==> src/rtl/otp_pkg.sv <==
// Shared definitions for the OTP programming sequencer.
//   MODE_*  : encodings driven on fsm_mode towards the OTP controller
//   state_t : sequencer state encoding
package otp_pkg;

  localparam logic [1:0] MODE_IDLE = 2'd0;
  localparam logic [1:0] MODE_PROG = 2'd1;
  localparam logic [1:0] MODE_READ = 2'd2;

  typedef enum logic [2:0] {
    IDLE,
    PREREAD,
    PROG,
    VERIFY,
    RESP
  } state_t;

endpackage

==> src/rtl/otp_cycle_timer.sv <==
// Loadable down-counter shared by the program-pulse length and the read
// timeout. Loading N makes 'expired' rise N cycles later; the count parks
// at zero once it gets there.
//   clk, reset : clock and synchronous active-high reset
//   load       : load load_val this cycle (takes priority over counting)
//   load_val   : value to load
//   expired    : count is zero
module otp_cycle_timer #(
  parameter int W = 5
) (
  input  logic         clk,
  input  logic         reset,
  input  logic         load,
  input  logic [W-1:0] load_val,
  output logic         expired
);

  logic [W-1:0] cnt;

  always_ff @(posedge clk) begin
    if (reset) begin
      cnt <= '0;
    end else if (load) begin
      cnt <= load_val;
    end else if (cnt != '0) begin
      cnt <= cnt - 1'b1;
    end
  end

  assign expired = (cnt == '0);

endmodule

==> src/rtl/otp_prog_sequencer.sv <==
// OTP programming sequencer. Accepts read/program requests, pre-reads the
// target column, issues up to MAX_RETRY program pulses of PULSE_CYCLES each
// (only on bits still unset), verifies after each pulse, and returns one
// response per request.
//   req_*    : request handshake (op 0 = read, 1 = program), column, data
//   rsp_*    : response handshake with read-back word, fail flag, pulse count
//   fsm_*    : interface to the OTP controller (mode, column, data_in,
//              writing_successful strobe; read_active / data_out back)
// All outputs are registered except req_ready, decoded from the state.
module otp_prog_sequencer
  import otp_pkg::*;
#(
  parameter int A            = 2,
  parameter int B            = 2,
  parameter int PULSE_CYCLES = 8,
  parameter int MAX_RETRY    = 3,
  parameter int READ_TIMEOUT = 16,
  localparam int ADDR_WIDTH  = $clog2(B),
  localparam int PW          = $clog2(MAX_RETRY + 1)
) (
  input  logic                  clk,
  input  logic                  reset,
  input  logic                  req_valid,
  output logic                  req_ready,
  input  logic                  req_op,
  input  logic [ADDR_WIDTH-1:0] req_column,
  input  logic [A-1:0]          req_data,
  output logic                  rsp_valid,
  input  logic                  rsp_ready,
  output logic [A-1:0]          rsp_data,
  output logic                  rsp_fail,
  output logic [PW-1:0]         rsp_pulses,
  output logic [1:0]            fsm_mode,
  output logic [ADDR_WIDTH-1:0] fsm_column,
  output logic [A-1:0]          fsm_data_in,
  output logic                  fsm_writing_successful,
  input  logic                  fsm_read_active,
  input  logic [A-1:0]          fsm_data_out
);

  localparam int TMAX = (PULSE_CYCLES > READ_TIMEOUT) ? PULSE_CYCLES : READ_TIMEOUT;
  localparam int TW   = $clog2(TMAX + 1);

  // The timer is loaded with N-1 so that a state lasts exactly N cycles:
  // the last cycle is the one in which the timer reads zero.
  localparam logic [TW-1:0] PULSE_LOAD = TW'(PULSE_CYCLES - 1);
  localparam logic [TW-1:0] READ_LOAD  = TW'(READ_TIMEOUT - 1);
  localparam logic [PW-1:0] RETRY_MAX  = PW'(MAX_RETRY);

  state_t                state;
  logic                  op_q;
  logic [A-1:0]          data_q;
  logic [PW-1:0]         pulses_q;

  logic                  t_load;
  logic [TW-1:0]         t_val;
  logic                  t_expired;

  logic                  covered;
  logic                  unprog;
  logic [A-1:0]          mask;
  logic                  pre_to_prog;
  logic                  verify_retry;

  // Every requested bit already reads back as 1.
  function automatic logic covers(input logic [A-1:0] sample, input logic [A-1:0] want);
    return (sample & want) == want;
  endfunction

  // A set bit that the request wants clear can never be undone on OTP.
  function automatic logic blocked(input logic [A-1:0] sample, input logic [A-1:0] want);
    return |(sample & ~want);
  endfunction

  assign covered      = covers(fsm_data_out, data_q);
  assign unprog       = blocked(fsm_data_out, data_q);
  assign mask         = data_q & ~fsm_data_out;
  assign pre_to_prog  = op_q && !unprog && !covered;
  assign verify_retry = !covered && (pulses_q < RETRY_MAX);

  assign req_ready = (state == IDLE);

  // Timer loads mirror the FSM transitions into PREREAD/VERIFY/PROG.
  always_comb begin
    t_load = 1'b0;
    t_val  = READ_LOAD;
    case (state)
      IDLE: begin
        if (req_valid) begin
          t_load = 1'b1;
          t_val  = READ_LOAD;
        end
      end
      PREREAD: begin
        if (fsm_read_active && pre_to_prog) begin
          t_load = 1'b1;
          t_val  = PULSE_LOAD;
        end
      end
      PROG: begin
        if (t_expired) begin
          t_load = 1'b1;
          t_val  = READ_LOAD;
        end
      end
      VERIFY: begin
        if (fsm_read_active && verify_retry) begin
          t_load = 1'b1;
          t_val  = PULSE_LOAD;
        end
      end
      default: begin
        t_load = 1'b0;
        t_val  = READ_LOAD;
      end
    endcase
  end

  otp_cycle_timer #(
    .W (TW)
  ) u_timer (
    .clk      (clk),
    .reset    (reset),
    .load     (t_load),
    .load_val (t_val),
    .expired  (t_expired)
  );

  always_ff @(posedge clk) begin
    if (reset) begin
      state                  <= IDLE;
      op_q                   <= 1'b0;
      data_q                 <= '0;
      pulses_q               <= '0;
      rsp_valid              <= 1'b0;
      rsp_data               <= '0;
      rsp_fail               <= 1'b0;
      rsp_pulses             <= '0;
      fsm_mode               <= MODE_IDLE;
      fsm_column             <= '0;
      fsm_data_in            <= '0;
      fsm_writing_successful <= 1'b0;
    end else begin
      fsm_writing_successful <= 1'b0;
      case (state)
        IDLE: begin
          if (req_valid) begin
            op_q       <= req_op;
            data_q     <= req_data;
            pulses_q   <= '0;
            fsm_column <= req_column;
            fsm_mode   <= MODE_READ;
            state      <= PREREAD;
          end
        end

        PREREAD: begin
          if (fsm_read_active) begin
            if (pre_to_prog) begin
              fsm_mode    <= MODE_PROG;
              fsm_data_in <= mask;
              state       <= PROG;
            end else begin
              // Plain read, already-programmed word, or unprogrammable word.
              fsm_mode   <= MODE_IDLE;
              rsp_valid  <= 1'b1;
              rsp_data   <= fsm_data_out;
              rsp_fail   <= op_q && unprog;
              rsp_pulses <= '0;
              state      <= RESP;
            end
          end else if (t_expired) begin
            fsm_mode   <= MODE_IDLE;
            rsp_valid  <= 1'b1;
            rsp_data   <= '0;
            rsp_fail   <= 1'b1;
            rsp_pulses <= '0;
            state      <= RESP;
          end
        end

        PROG: begin
          if (t_expired) begin
            pulses_q    <= pulses_q + 1'b1;
            fsm_mode    <= MODE_READ;
            fsm_data_in <= '0;
            state       <= VERIFY;
          end
        end

        VERIFY: begin
          if (fsm_read_active) begin
            if (covered) begin
              fsm_writing_successful <= 1'b1;
              fsm_mode   <= MODE_IDLE;
              rsp_valid  <= 1'b1;
              rsp_data   <= fsm_data_out;
              rsp_fail   <= 1'b0;
              rsp_pulses <= pulses_q;
              state      <= RESP;
            end else if (verify_retry) begin
              // Re-pulse only the bits that still read back as 0.
              fsm_mode    <= MODE_PROG;
              fsm_data_in <= mask;
              state       <= PROG;
            end else begin
              fsm_mode   <= MODE_IDLE;
              rsp_valid  <= 1'b1;
              rsp_data   <= fsm_data_out;
              rsp_fail   <= 1'b1;
              rsp_pulses <= pulses_q;
              state      <= RESP;
            end
          end else if (t_expired) begin
            fsm_mode   <= MODE_IDLE;
            rsp_valid  <= 1'b1;
            rsp_data   <= '0;
            rsp_fail   <= 1'b1;
            rsp_pulses <= pulses_q;
            state      <= RESP;
          end
        end

        RESP: begin
          if (rsp_ready) begin
            rsp_valid  <= 1'b0;
            rsp_data   <= '0;
            rsp_fail   <= 1'b0;
            rsp_pulses <= '0;
            state      <= IDLE;
          end
        end

        default: begin
          fsm_mode <= MODE_IDLE;
          state    <= IDLE;
        end
      endcase
    end
  end

endmodule

==> config.mk <==
export PLATFORM = sky130hd
export DESIGN_NAME = otp_prog_sequencer
export DESIGN_NICKNAME = d
export VERILOG_FILES = /design/src/rtl/otp_pkg.sv /design/src/rtl/otp_cycle_timer.sv /design/src/rtl/otp_prog_sequencer.sv
export SDC_FILE = /design/constraint.sdc
export NUM_CORES = 1
export LEC_CHECK = 0
export BUFFER_PORTS_ARGS = -buffer_cell sky130_fd_sc_hd__buf_2
export CAP_MARGIN = 25
export CELL_PAD_IN_SITES_DETAIL_PLACEMENT = 0
export CELL_PAD_IN_SITES_GLOBAL_PLACEMENT = 2
export CORE_MARGIN = 3
export CORE_UTILIZATION = 29
export CTS_CLUSTER_DIAMETER = 120
export CTS_CLUSTER_SIZE = 25
export DETAILED_ROUTE_END_ITERATION = 7
export HOLD_SLACK_MARGIN = 0.15
export PLACE_DENSITY_LB_ADDON = 0.15
export SLEW_MARGIN = 15
export SYNTH_ARGS = -nofsm -noshare
export SYNTH_HDL_FRONTEND = slang
export SYNTH_SLANG_ARGS = --single-unit
==> constraint.sdc <==
create_clock -name clk -period 1.76 [get_ports clk]
set_clock_uncertainty 0.1 [all_clocks]
set_input_delay 0.352 -clock clk [delete_from_list [all_inputs] [get_ports clk]]
set_output_delay 0.352 -clock clk [all_outputs]
set_load 0.02 [all_outputs]
==> impl_metrics.yaml <==
power_and_ir_drop:
  power_density_nw_per_um2: 826
  power_leakage_nw: 0.746
  peakVddDrop_v: 0.000265
timing:
  fmax_mhz: 570
  setup_slack_ps: 5.95
  rsz0062_at_grt: "yes"
  drv_slew: 0
  setup_viol: 0
  fin_crit_sh_pct: 99.7
  worst_pin_slew_ps: 421
  relSlewSlack_pct: 71.7
  period_needed_ps: 1750
  hold_violations: 0
cells_and_area:
  diodes: 0
  finalNetCount: 219
  drive_gt1_share_pct: 39.7
  final_util_pct: 43.1
  final_cells: 254
  area_delta_synth_final_pct: 36.5
place:
  dp.cells: 243
  hpwl_um: 2700
  pre_cts_slack_ps: -47.1
  place.gp.congestion: 0.727
  portBuffers: 23
die:
  initial_core_util_pct: 31.6
  die_x_um: 73.6
  die_y_um: 73.6
  coreArea_um2: 4200
  die_area_um2: 5420
  io_pins: 24
  rows: 23
global_route:
  overflow: 0
  grtUsageTotal_pct: 14.4
  grt_pass1_vias: 1298
  grt_pass1_wl_um: 6110
  antenna_found_initial: 0
  grt_max_degree: 19
clock_tree:
  cts_made_buffers: 3
  htreeDepth: 1
  cts_tree: "yes"
  clock_sinks: 25
  clk_path_buf_depth: 2
  root_buffer: "clkbuf_8"
  cts_hold_buf: 0
  clk_transition_reported_paths_ps: 90
  clock_latency_ps: 270
drt:
  vias: 1309
  drt_pass1_iterations: 4
  routedWlPerCell_um: 14.0
  post_drt_via_cell_ratio: 5.15
  drt_wl_total_um: 3560
  antenna_left: 0
  route.detailed.drc: 0
  drt_iter0_drc: 69
logic_synthesis:
  yosys_warnings: 0
  syn_area_per_cell_um2: 8.45
  seq_area_frac_synth_pct: 37.7
  syn_inst: 157
  synthDistinctLibCells: 40
  syn_area_um2: 1330
  synth_seq_cells: 25
  syn_nets: 171
setup_path:
  worstSetupStartpointType: "register"
  critPathRequiredTime_ps: 1870
  end_kind: "register"
  cp_max_fo: 4
  crit_arrival_ps: 1860
  critPathKind: "register to register"
flow_run:
  drv_cap: 0
run_status:
  status: "completed"
worst_hold_path:
  hold_path_class: "input pin to register"
## final timing paths
path	startpoint	to	slack, ps	cells past startpoint
setup reg to reg	u_timer.cnt[0]	rsp_data[1]	6	7
hold reg to reg	rsp_pulses[1]	rsp_pulses[1]	370	2
setup / recovery	u_timer.cnt[0]	rsp_data[1]	6	7
hold / removal	req_data[0]	data_q[0]	220	3
## logic make-up after synthesis
kind of cell,after synthesis,share of synthesized area (%)
simple gates,72,30.7
compound gates,34,16.3
flops,25,37.7
buf+inv,11,3.40
mux,10,7.74
fa+ha+maj,3,2.83
xor+xnor,2,1.32
## layout by cell type, fill, tap and decap left out, drive strengths merged
cell type,instances
and2,2
a311oi,1
clkbuf,4
nor4,1
o22ai,2
nor3b,2
or4b,1
mux2i,8
xor2,1
nand3,5
o211ai,4
nor4b,1
nand3b,2
nor3,8
xnor2,1
ha,3
o21a,1
nor2,15
dfxtp,25
or2,1
a21o,3
nor2b,7
nand4,2
a22oi,1
a211oi,2
o31a,1
a31oi,2
and3b,1
nand2b,10
mux2,2
buf,51
inv,3
a21oi,10
nand2,14
o21ai,7
## routing by layer
metal | track usage (%) | up-vias | share of wire [%] | routed length, um
met5 | 0 | - | 0 | 0
met4 | 4.43 | 0 | 1.0 | 37
met3 | 2.46 | 4 | 4.1 | 146
met2 | 22.5 | 29 | 46 | 1640
met1 | 20.1 | 625 | 49 | 1730
li1 | - | 651 | - | -
## registers in the layout (all words and copies together) (netlist names), 2 cells and up
register / cells
pulses_q: 2
state: 3
fsm_data_in: 2
rsp_data: 2
rsp_pulses: 2
data_q: 2
fsm_mode: 2
u_timer.cnt: 5
## synth_stat cells
library cell / count / area (um^2)
nand3b_1: 2 / 15.0
mux2i_1: 8 / 80.1
a211oi_1: 2 / 15.0
or2_2: 1 / 6.26
o21ai_0: 6 / 30.0
nand4_1: 2 / 12.5
a311oi_1: 1 / 8.76
o22ai_1: 2 / 12.5
nor2_1: 14 / 52.6
clkbuf_1: 5 / 18.8
o21a_1: 1 / 7.51
ha_1: 3 / 37.5
a21o_1: 3 / 22.5
nor3_1: 7 / 35.0
o21ai_1: 1 / 5.00
inv_1: 3 / 11.3
a21oi_1: 10 / 50.1
nand2b_1: 10 / 62.6
a31oi_1: 2 / 12.5
nand2_2: 1 / 6.26
nor4_1: 1 / 6.26
nor3b_1: 2 / 15.0
dfxtp_1: 25 / 500
o211ai_1: 4 / 30.0
o31a_2: 1 / 10.0
or4b_1: 1 / 10.0
clkbuf_2: 1 / 5.00
nor3_4: 1 / 16.3
mux2_2: 2 / 22.5
and3b_1: 1 / 8.76
buf_2: 2 / 10.0
xor2_1: 1 / 8.76
and2_1: 2 / 12.5
xnor2_1: 1 / 8.76
nand2_1: 13 / 48.8
nand3_1: 5 / 25.0
nor4b_4: 1 / 23.8
nor2_2: 1 / 6.26
nor2b_1: 7 / 43.8
a22oi_2: 1 / 12.5
## report_power, final
group          total (W)  switching [W]  internal, W
logic           0.000500       0.000246     0.000254
registers       0.000652      0.0000413     0.000611
clock network   0.000344       0.000182     0.000162
total            0.00150       0.000469      0.00103
## per-stage QoR
step                      cell area, um^2  setup TNS [ps]  power (W)  hold WS [ps]
after floorplan                      1350           -21.2   0.000943           367
after global placement               1650           -18.1    0.00107           355
after detailed placement             1650            -139    0.00107           363
after CTS                            1750            -159    0.00148           214
after global routing                 1810            -487    0.00160           230
final                                1810               0    0.00150           217
## timing repair
action                     in CTS  in global routing
gates resized for setup         5                 14
setup buffers                   6                  1
setup endpoints to repair       6                 16
pin swaps                       3                  9
## worst max-delay path, stage by stage, from the launching register on
cell,delay (ps)
dfxtp_2,330
inv_2,70
ha_4,140
or4b_4,500
nor3_4,210
nor2_2,80
nand2_2,100
mux2i_1,170
## cell type report
type                       count  area, um^2
fill                         446        2390
multi-input combinational    121         856
sequential                    25         503
timing repair buffer          51         333
tap                           50        62.6
clock buffer                   4        45.0
inverter                       3        11.3
Power figures use the tool's default switching activity.
